## src/rtl/dmem_arb_pkg.sv

```systemverilog
// Shared types and decode constants for the data-memory / IO bus arbiter.
package dmem_arb_pkg;

    typedef enum logic [1:0] {
        IDLE,
        ACCESS,
        RESP
    } state_t;

    localparam int IO_SEL_BIT = 7;
    localparam int IO_REG_LSB = 2;

    // Byte address must be word aligned for any bus access to happen.
    function automatic logic is_misaligned(input logic [1:0] addr_lsb);
        return addr_lsb != 2'b00;
    endfunction

endpackage

```

## src/rtl/dmem_io_arbiter_if.sv

```systemverilog
// Bundle of both master ports plus the dmem and IO buses around the arbiter.
interface dmem_io_arbiter_if #(
    parameter int DW = 32,
    parameter int AW = 32
);
    logic          a_req;
    logic          a_we;
    logic [AW-1:0] a_addr;
    logic [DW-1:0] a_wdata;
    logic          a_ack;
    logic          a_err;
    logic [DW-1:0] a_rdata;

    logic          b_req;
    logic          b_we;
    logic [AW-1:0] b_addr;
    logic [DW-1:0] b_wdata;
    logic          b_ack;
    logic          b_err;
    logic [DW-1:0] b_rdata;

    logic          mem_we;
    logic [AW-1:0] mem_addr;
    logic [DW-1:0] mem_wdata;
    logic [DW-1:0] mem_rdata;

    logic          io_sel;
    logic          io_we;
    logic [1:0]    io_reg;
    logic [DW-1:0] io_wdata;
    logic [DW-1:0] io_rdata;

    // Arbiter side.
    modport slave (
        input  a_req, a_we, a_addr, a_wdata,
        output a_ack, a_err, a_rdata,
        input  b_req, b_we, b_addr, b_wdata,
        output b_ack, b_err, b_rdata,
        output mem_we, mem_addr, mem_wdata,
        input  mem_rdata,
        output io_sel, io_we, io_reg, io_wdata,
        input  io_rdata
    );

    // Environment side: masters plus the dmem / IO devices.
    modport master (
        output a_req, a_we, a_addr, a_wdata,
        input  a_ack, a_err, a_rdata,
        output b_req, b_we, b_addr, b_wdata,
        input  b_ack, b_err, b_rdata,
        input  mem_we, mem_addr, mem_wdata,
        output mem_rdata,
        input  io_sel, io_we, io_reg, io_wdata,
        output io_rdata
    );

endinterface

```

## src/rtl/rr_arb2.sv

```systemverilog
// Combinational two-way round-robin: on a tie the port not granted last wins.
module rr_arb2 (
    input  logic [1:0] req,
    input  logic       last,
    output logic [1:0] gnt
);

    always_comb begin
        gnt = 2'b00;
        if (req == 2'b11) begin
            gnt = last ? 2'b01 : 2'b10;
        end else begin
            gnt = req;
        end
    end

endmodule

```

## src/rtl/dmem_io_arbiter.sv

```systemverilog
// Shares one dmem/IO bus between port A (CPU) and port B (debug loader):
// arbitrate, decode, perform one access, then pulse a one-cycle ack.
module dmem_io_arbiter
    import dmem_arb_pkg::*;
#(
    parameter int DW      = 32,
    parameter int AW      = 32,
    parameter int IO_WAIT = 4
) (
    input  logic             clk,
    input  logic             reset,
    dmem_io_arbiter_if.slave bus
);

    localparam logic [3:0] WAIT_LOAD = 4'(IO_WAIT - 1);

    state_t        r_state;
    logic          r_last;      // port granted most recently, 1 = B
    logic          r_owner;     // port owning the current transfer, 1 = B
    logic          r_we;
    logic          r_is_io;
    logic [3:0]    r_cnt;

    logic          r_mem_we;
    logic [AW-1:0] r_mem_addr;
    logic [DW-1:0] r_mem_wdata;
    logic          r_io_sel;
    logic          r_io_we;
    logic [1:0]    r_io_reg;
    logic [DW-1:0] r_io_wdata;

    logic          r_ack   [2];
    logic          r_err   [2];
    logic [DW-1:0] r_rdata [2];

    logic [1:0]    w_req;
    logic [1:0]    w_gnt;
    logic          w_win;
    logic          w_win_we;
    logic [AW-1:0] w_win_addr;
    logic [DW-1:0] w_win_wdata;

    assign w_req = {bus.b_req, bus.a_req};

    rr_arb2 u_rr_arb2 (
        .req  (w_req),
        .last (r_last),
        .gnt  (w_gnt)
    );

    assign w_win       = w_gnt[1];
    assign w_win_we    = w_win ? bus.b_we    : bus.a_we;
    assign w_win_addr  = w_win ? bus.b_addr  : bus.a_addr;
    assign w_win_wdata = w_win ? bus.b_wdata : bus.a_wdata;

    always_ff @(posedge clk or negedge reset) begin
        if (!reset) begin
            r_state     <= IDLE;
            r_last      <= 1'b1;
            r_owner     <= 1'b0;
            r_we        <= 1'b0;
            r_is_io     <= 1'b0;
            r_cnt       <= '0;
            r_mem_we    <= 1'b0;
            r_mem_addr  <= '0;
            r_mem_wdata <= '0;
            r_io_sel    <= 1'b0;
            r_io_we     <= 1'b0;
            r_io_reg    <= '0;
            r_io_wdata  <= '0;
            for (int i = 0; i < 2; i++) begin
                r_ack[i]   <= 1'b0;
                r_err[i]   <= 1'b0;
                r_rdata[i] <= '0;
            end
        end else begin
            case (r_state)
                IDLE: begin
                    if (|w_gnt) begin
                        r_owner <= w_win;
                        r_we    <= w_win_we;
                        r_is_io <= w_win_addr[IO_SEL_BIT];
                        if (is_misaligned(w_win_addr[1:0])) begin
                            r_ack[w_win]   <= 1'b1;
                            r_err[w_win]   <= 1'b1;
                            r_rdata[w_win] <= '0;
                            r_state        <= RESP;
                        end else if (w_win_addr[IO_SEL_BIT]) begin
                            r_io_sel   <= 1'b1;
                            r_io_reg   <= w_win_addr[IO_REG_LSB +: 2];
                            r_io_wdata <= w_win_wdata;
                            r_io_we    <= w_win_we && (WAIT_LOAD == 4'd0);
                            r_cnt      <= WAIT_LOAD;
                            r_state    <= ACCESS;
                        end else begin
                            r_mem_we    <= w_win_we;
                            r_mem_addr  <= w_win_addr;
                            r_mem_wdata <= w_win_wdata;
                            r_state     <= ACCESS;
                        end
                    end
                end

                ACCESS: begin
                    if (!r_is_io) begin
                        r_ack[r_owner]   <= 1'b1;
                        r_rdata[r_owner] <= r_we ? '0 : bus.mem_rdata;
                        r_mem_we         <= 1'b0;
                        r_mem_addr       <= '0;
                        r_mem_wdata      <= '0;
                        r_state          <= RESP;
                    end else if (r_cnt == 4'd0) begin
                        r_ack[r_owner]   <= 1'b1;
                        r_rdata[r_owner] <= r_we ? '0 : bus.io_rdata;
                        r_io_sel         <= 1'b0;
                        r_io_we          <= 1'b0;
                        r_io_reg         <= '0;
                        r_io_wdata       <= '0;
                        r_state          <= RESP;
                    end else begin
                        // Write strobe lands only in the last wait cycle.
                        r_cnt   <= r_cnt - 4'd1;
                        r_io_we <= r_we && (r_cnt == 4'd1);
                    end
                end

                RESP: begin
                    for (int i = 0; i < 2; i++) begin
                        r_ack[i]   <= 1'b0;
                        r_err[i]   <= 1'b0;
                        r_rdata[i] <= '0;
                    end
                    r_last  <= r_owner;
                    r_state <= IDLE;
                end

                default: r_state <= IDLE;
            endcase
        end
    end

    assign bus.a_ack     = r_ack[0];
    assign bus.a_err     = r_err[0];
    assign bus.a_rdata   = r_rdata[0];
    assign bus.b_ack     = r_ack[1];
    assign bus.b_err     = r_err[1];
    assign bus.b_rdata   = r_rdata[1];

    assign bus.mem_we    = r_mem_we;
    assign bus.mem_addr  = r_mem_addr;
    assign bus.mem_wdata = r_mem_wdata;
    assign bus.io_sel    = r_io_sel;
    assign bus.io_we     = r_io_we;
    assign bus.io_reg    = r_io_reg;
    assign bus.io_wdata  = r_io_wdata;

endmodule

```

## src/flat_wrapper.sv

```systemverilog
// flat-port wrapper written by rule: the top's interface ports become plain ports
module dmem_io_arbiter_flat import dmem_arb_pkg::*;
#(
    parameter int DW      = 32,
    parameter int AW      = 32,
    parameter int IO_WAIT = 4
)
  (clk, reset, bus_a_req, bus_a_we, bus_a_addr, bus_a_wdata, bus_a_ack, bus_a_err, bus_a_rdata, bus_b_req, bus_b_we, bus_b_addr, bus_b_wdata, bus_b_ack, bus_b_err, bus_b_rdata, bus_mem_we, bus_mem_addr, bus_mem_wdata, bus_mem_rdata, bus_io_sel, bus_io_we, bus_io_reg, bus_io_wdata, bus_io_rdata);
  dmem_io_arbiter_if #(.DW(DW), .AW(AW)) bus_i ();
  input  logic clk;
  input  logic reset;
  input wire logic [$bits(bus_i.a_req)-1:0] bus_a_req;
  input wire logic [$bits(bus_i.a_we)-1:0] bus_a_we;
  input wire logic [$bits(bus_i.a_addr)-1:0] bus_a_addr;
  input wire logic [$bits(bus_i.a_wdata)-1:0] bus_a_wdata;
  output wire logic [$bits(bus_i.a_ack)-1:0] bus_a_ack;
  output wire logic [$bits(bus_i.a_err)-1:0] bus_a_err;
  output wire logic [$bits(bus_i.a_rdata)-1:0] bus_a_rdata;
  input wire logic [$bits(bus_i.b_req)-1:0] bus_b_req;
  input wire logic [$bits(bus_i.b_we)-1:0] bus_b_we;
  input wire logic [$bits(bus_i.b_addr)-1:0] bus_b_addr;
  input wire logic [$bits(bus_i.b_wdata)-1:0] bus_b_wdata;
  output wire logic [$bits(bus_i.b_ack)-1:0] bus_b_ack;
  output wire logic [$bits(bus_i.b_err)-1:0] bus_b_err;
  output wire logic [$bits(bus_i.b_rdata)-1:0] bus_b_rdata;
  output wire logic [$bits(bus_i.mem_we)-1:0] bus_mem_we;
  output wire logic [$bits(bus_i.mem_addr)-1:0] bus_mem_addr;
  output wire logic [$bits(bus_i.mem_wdata)-1:0] bus_mem_wdata;
  input wire logic [$bits(bus_i.mem_rdata)-1:0] bus_mem_rdata;
  output wire logic [$bits(bus_i.io_sel)-1:0] bus_io_sel;
  output wire logic [$bits(bus_i.io_we)-1:0] bus_io_we;
  output wire logic [$bits(bus_i.io_reg)-1:0] bus_io_reg;
  output wire logic [$bits(bus_i.io_wdata)-1:0] bus_io_wdata;
  input wire logic [$bits(bus_i.io_rdata)-1:0] bus_io_rdata;
  assign bus_i.a_req = bus_a_req;
  assign bus_i.a_we = bus_a_we;
  assign bus_i.a_addr = bus_a_addr;
  assign bus_i.a_wdata = bus_a_wdata;
  assign bus_a_ack = bus_i.a_ack;
  assign bus_a_err = bus_i.a_err;
  assign bus_a_rdata = bus_i.a_rdata;
  assign bus_i.b_req = bus_b_req;
  assign bus_i.b_we = bus_b_we;
  assign bus_i.b_addr = bus_b_addr;
  assign bus_i.b_wdata = bus_b_wdata;
  assign bus_b_ack = bus_i.b_ack;
  assign bus_b_err = bus_i.b_err;
  assign bus_b_rdata = bus_i.b_rdata;
  assign bus_mem_we = bus_i.mem_we;
  assign bus_mem_addr = bus_i.mem_addr;
  assign bus_mem_wdata = bus_i.mem_wdata;
  assign bus_i.mem_rdata = bus_mem_rdata;
  assign bus_io_sel = bus_i.io_sel;
  assign bus_io_we = bus_i.io_we;
  assign bus_io_reg = bus_i.io_reg;
  assign bus_io_wdata = bus_i.io_wdata;
  assign bus_i.io_rdata = bus_io_rdata;
  dmem_io_arbiter #(.DW(DW), .AW(AW), .IO_WAIT(IO_WAIT)) u_core (.clk(clk), .reset(reset), .bus(bus_i));
endmodule
```

## config.mk

```make
export PLATFORM = sky130hd
export DESIGN_NAME = dmem_io_arbiter_flat
export DESIGN_NICKNAME = d
export VERILOG_FILES = /design/src/rtl/dmem_arb_pkg.sv /design/src/rtl/dmem_io_arbiter_if.sv /design/src/rtl/rr_arb2.sv /design/src/rtl/dmem_io_arbiter.sv /design/src/flat_wrapper.sv
export SDC_FILE = /design/constraint.sdc
export NUM_CORES = 1
export LEC_CHECK = 0
export CAP_MARGIN = 20
export CORE_UTILIZATION = 38
export CTS_CLUSTER_DIAMETER = 30
export CTS_CLUSTER_SIZE = 8
export DETAILED_ROUTE_END_ITERATION = 8
export MAX_ROUTING_LAYER = met4
export PLACE_DENSITY = 0.86
export SLEW_MARGIN = 5
export SYNTH_ARGS = -nofsm -noshare
export SYNTH_HDL_FRONTEND = slang
export SYNTH_SLANG_ARGS = --single-unit
export TNS_END_PERCENT = 5
```

## constraint.sdc

```tcl
create_clock -name clk -period 2.3 [get_ports clk]
set_input_delay 0.46 -clock clk [delete_from_list [all_inputs] [get_ports clk]]
set_output_delay 0.46 -clock clk [all_outputs]
set_load 0.01 [all_outputs]
```

==> Implementation_results.wiki <==
{| class="wikitable"
! Metric !! Value
|-
| Worst setup path class || input pin to flip-flop
|-
| First-pass GRT wire length || between 30000 and 40000 um
|-
| Final count of hold timing violations || 0
|-
| Total routed wirelength || 26100 um
|-
| Chip Width || 148 um
|-
| Share of cells above drive strength 1 || ~12%
|-
| Post-DP HPWL || a little under 20000 um
|-
| Overall die area || 21900 um^2
|-
| CP max-delay cell || clkdlybuf4s50_1
|-
| Drt drc || 0
|-
| Unique masters post-synth || 47
|-
| Clock group share of total power || 17.2%
|-
| Clock tree from TritonCTS || done
|-
| Max rail drop VDD || 617 uV
|-
| # IOs || 367
|-
| FMAX || 449 MHz
|-
| Routed wire length per instance || 19.1 um
|-
| Placement Rows || 53
|-
| DR pass1 iterations || 4
|-
| Warning count from the yosys run || 0
|-
| Relative area change from synthesis to final layout || 60.1%
|-
| Post-synthesis sequential element count || between 150 and 200
|-
| TritonCTS Sinks || 178
|-
| Data required time of the worst path || between 2000 and 3000 ps
|-
| Remaining global-route overflow || 0
|-
| Die Span Y || ~150 um
|-
| Number of flops mapped to enable cells by yosys || 0
|-
| Net switching power || between 6 and 7 mW
|-
| Pwr/cell area || 1240 nW/um^2
|-
| Setup Viol. Count Final || 0
|-
| Largest buffer count on any clock path || 2
|-
| Clk root buf || clkbuf_16
|-
| Relative contribution of combinational cells to total power || 52.8%
|-
| Area share of the largest cell type after synthesis || 54.7%
|-
| FFs w/ async S/R, synth || 100%
|-
| Initial antenna violation count || 0
|-
| Fraction of the yosys area taken by sequential cells || a little under three fifths
|-
| Leakage power summed over all cells || 5.68 nW
|-
| Clock skew || about 10 ps
|-
| Post-synthesis cell type with the largest combined area || dfrtp_1
|-
| Worst path max stage delay || 510 ps
|-
| Count of nets left with antenna violations after detail routing || 0
|-
| GPL Wtd Cong || ~0.85
|-
| Slew at the pin with the worst max-slew slack || 654 ps
|-
| Unrepaired setup endpoints after global routing || yes
|-
| Post-Syn Nets || 912
|-
| Cell chain of the critical path || clkdlybuf4s50_1 -> a21bo_4 -> mux2_4 -> buf_12 -> a2111oi_4 -> buf_4 -> a22o_1
|-
| Portion of total power attributed to sequential cells || about 30%
|-
| Cell class contributing the biggest share of worst-path delay || buffers and inverters
|-
| Nature of the critical path startpoint || input pin
|-
| Post-synthesis average cell area || ~11 um^2
|-
| Inserted Clock Buffers || 17
|-
| Final period util || 96.9%
|-
| I/O Buffers || ~370
|-
| Result of the run || finished, final reports clean
|-
| Total via count in the routed design || just over 7000
|-
| Initial Util || between 30% and 40%
|-
| Classification of the worst-slack hold path || flip-flop to flip-flop
|-
| Slew headroom || 56.4%
|-
| Cells taking the most area after synthesis || dfrtp_1 (55%), a22o_1 (8.4%), mux2i_1 (7.7%), nand2_1 (5.1%), mux2_2 (4.9%)
|-
| Placeable core area || 21000 um^2
|-
| Worst endpoint data arrival time || ~2600 ps
|-
| Pin count of the biggest net entering global routing || 62
|-
| Worst hold slack after final layout || 477 ps
|-
| Maximum fanout along the worst path || 21
|-
| Setup crit end kind || flip-flop
|-
| Vias in the first global route || 7185
|-
| H-tree Lvls || 4
|-
| Post-Syn Area || 8090 um^2
|-
| Max-Cap Viols || 0
|-
| Clock latency on the worst-skew pair || ~420 ps
|-
| Internal power of the cells || 10.1 mW
|-
| Via/cell ratio || slightly above 5
|-
| Layout net count || 1288
|-
| Combined buffer and inverter count along the critical path || 3
|-
| Final Max Tran Viols || 0
|-
| Clock-pin slew reported for the worst setup and hold paths after clock tree synthesis || 70 ps
|-
| Most instantiated flip-flop cell in the synthesis netlist || dfrtp_1
|-
| GRT Resource Usage Total || roughly a quarter
|-
| Post-route minimum period || roughly 2200 ps
|-
| DRC violation total after the first TritonRoute iteration || 295
|-
| Final Power || approximately 16 mW
|-
| Number of diodes added for antenna fixing || 0
|-
| Post-synthesis cell count || 707
|-
| Net switching fraction of the power || 37.5%
|}
## metal layers
| layer | GRT usage (%) | vias up | wire length (um) |
|---|---|---|---|
| met3 | 4.54 | 47 | 1670 |
| met4 | 9.48 | 0 | 720 |
| met5 | - | - | 0 |
| met1 | 28.8 | 3422 | 10400 |
| met2 | 41.9 | 295 | 13300 |
| li1 | - | 3311 | - |
## through the flow
step	utilization [%]	area, um^2	TNS, ps	instances	setup WS [ps]
after floorplan	-	8090	-62.1	707	-3.53
after global placement	59.1	12400	-29840	1338	-304
after detailed placement	59.1	12400	-36190	1338	-360
after CTS	61.8	12900	0	1370	55.7
after global routing	61.8	13000	-13.8	1370	-7.93
final	61.8	13000	0	1370	70.9
## cells in the final DEF (no fill, tap or decap), types with 2 or more instances in the layout
cell type and n:
clkbuf_8 3, clkdlybuf4s50_1 364, nand2b_1 2, o2bb2ai_1 22, nor3_1 4, nor2_1 28
clkinvlp_4 5, buf_12 10, nand2_1 110, a21oi_1 42, o31ai_1 28, inv_6 5
nand4_1 2, mux2i_1 62, ha_2 2, mux2_2 35, a2111oi_4 2, buf_4 40
and2_1 2, o22ai_1 2, inv_1 7, o211ai_4 2, dfrtp_1 176, o21ai_0 8
clkbuf_16 17, buf_6 2, a22o_1 78, nand3_1 4, ha_1 5
## power groups by stage
stage,Combinational [mW],Clock [mW],Sequential (mW)
2_1_floorplan,4.00,0,5.23
3_3_place_gp,8.29,0,4.81
3_5_place_dp,8.52,0,4.86
4_1_cts,8.56,2.83,4.82
5_1_grt,9.10,2.97,4.95
6_report,8.50,2.76,4.82
## worst min-delay path, cell delays in order, from the launching register on
cell     delay, ps
dfrtp_1        340
nand2_1         50
o31ai_1         60
## synthesized netlist by cell type (2+ instances only)
library cell	count
mux2_2	35
nand2_1	110
o22ai_1	2
a31oi_1	2
mux2i_1	62
a2111oi_4	2
nor3_1	4
a21oi_1	42
nor2_1	28
clkbuf_1	34
o2bb2ai_1	22
a22o_1	78
dfrtp_1	177
inv_1	7
buf_6	4
buf_1	9
o31ai_1	28
and2_1	2
nand3_1	4
nand2b_1	2
o21ai_0	8
o211ai_4	2
nand4_1	2
ha_1	7
buf_2	12
## kinds of logic after synthesis
group / after synthesis / share of synthesized area (%)
multiplexers: 98 / 12.7
AND/OR/NAND/NOR: 157 / 7.84
other: 1 / 0.0463
buffers and inverters: 67 / 3.71
adder cells (fa/ha/maj): 7 / 1.08
AO/OA/AOI/OAI: 199 / 19.5
flip-flops: 178 / 55.1
## final cells by class
| cell class | count | area (um^2) |
|---|---|---|
| Multi-Input combinational cell | 462 | 3390 |
| Sequential cell | 178 | 4460 |
| Fill cell | 1690 | 8000 |
| Clock buffer | 20 | 467 |
| Timing Repair Buffer | 417 | 4180 |
| Tap cell | 275 | 344 |
| Inverter | 7 | 26.3 |
| Clock inverter | 11 | 92.6 |
## final timing paths
check | to | startpoint | depth (start not counted) | slack (ps)
min in group asynchronous | u_core.bus.io_wdata[21] | reset | 2 | 500
max in group asynchronous | u_core.r_last | reset | 3 | 1040
hold / removal | u_core.bus.mem_addr[5] | u_core.bus.mem_addr[5] | 2 | 480
setup reg to reg | u_core.bus.a_rdata[0] | u_core.r_state[1] | 8 | 140
hold reg to reg | u_core.bus.mem_addr[5] | u_core.bus.mem_addr[5] | 2 | 480
setup / recovery | u_core.bus.b_rdata[1] | bus_b_req | 7 | 70
## what timing repair did
action | 4_1_cts | 5_1_grt
setup endpoints to repair | 32 | 28
pin swaps | 0 | 2
endpoints found under the hold margin | 35 | 0
hold buffers | 1 | 0
resized for setup | 1 | 1
setup buffers | 0 | 0
Power figures use the tool's default switching activity.
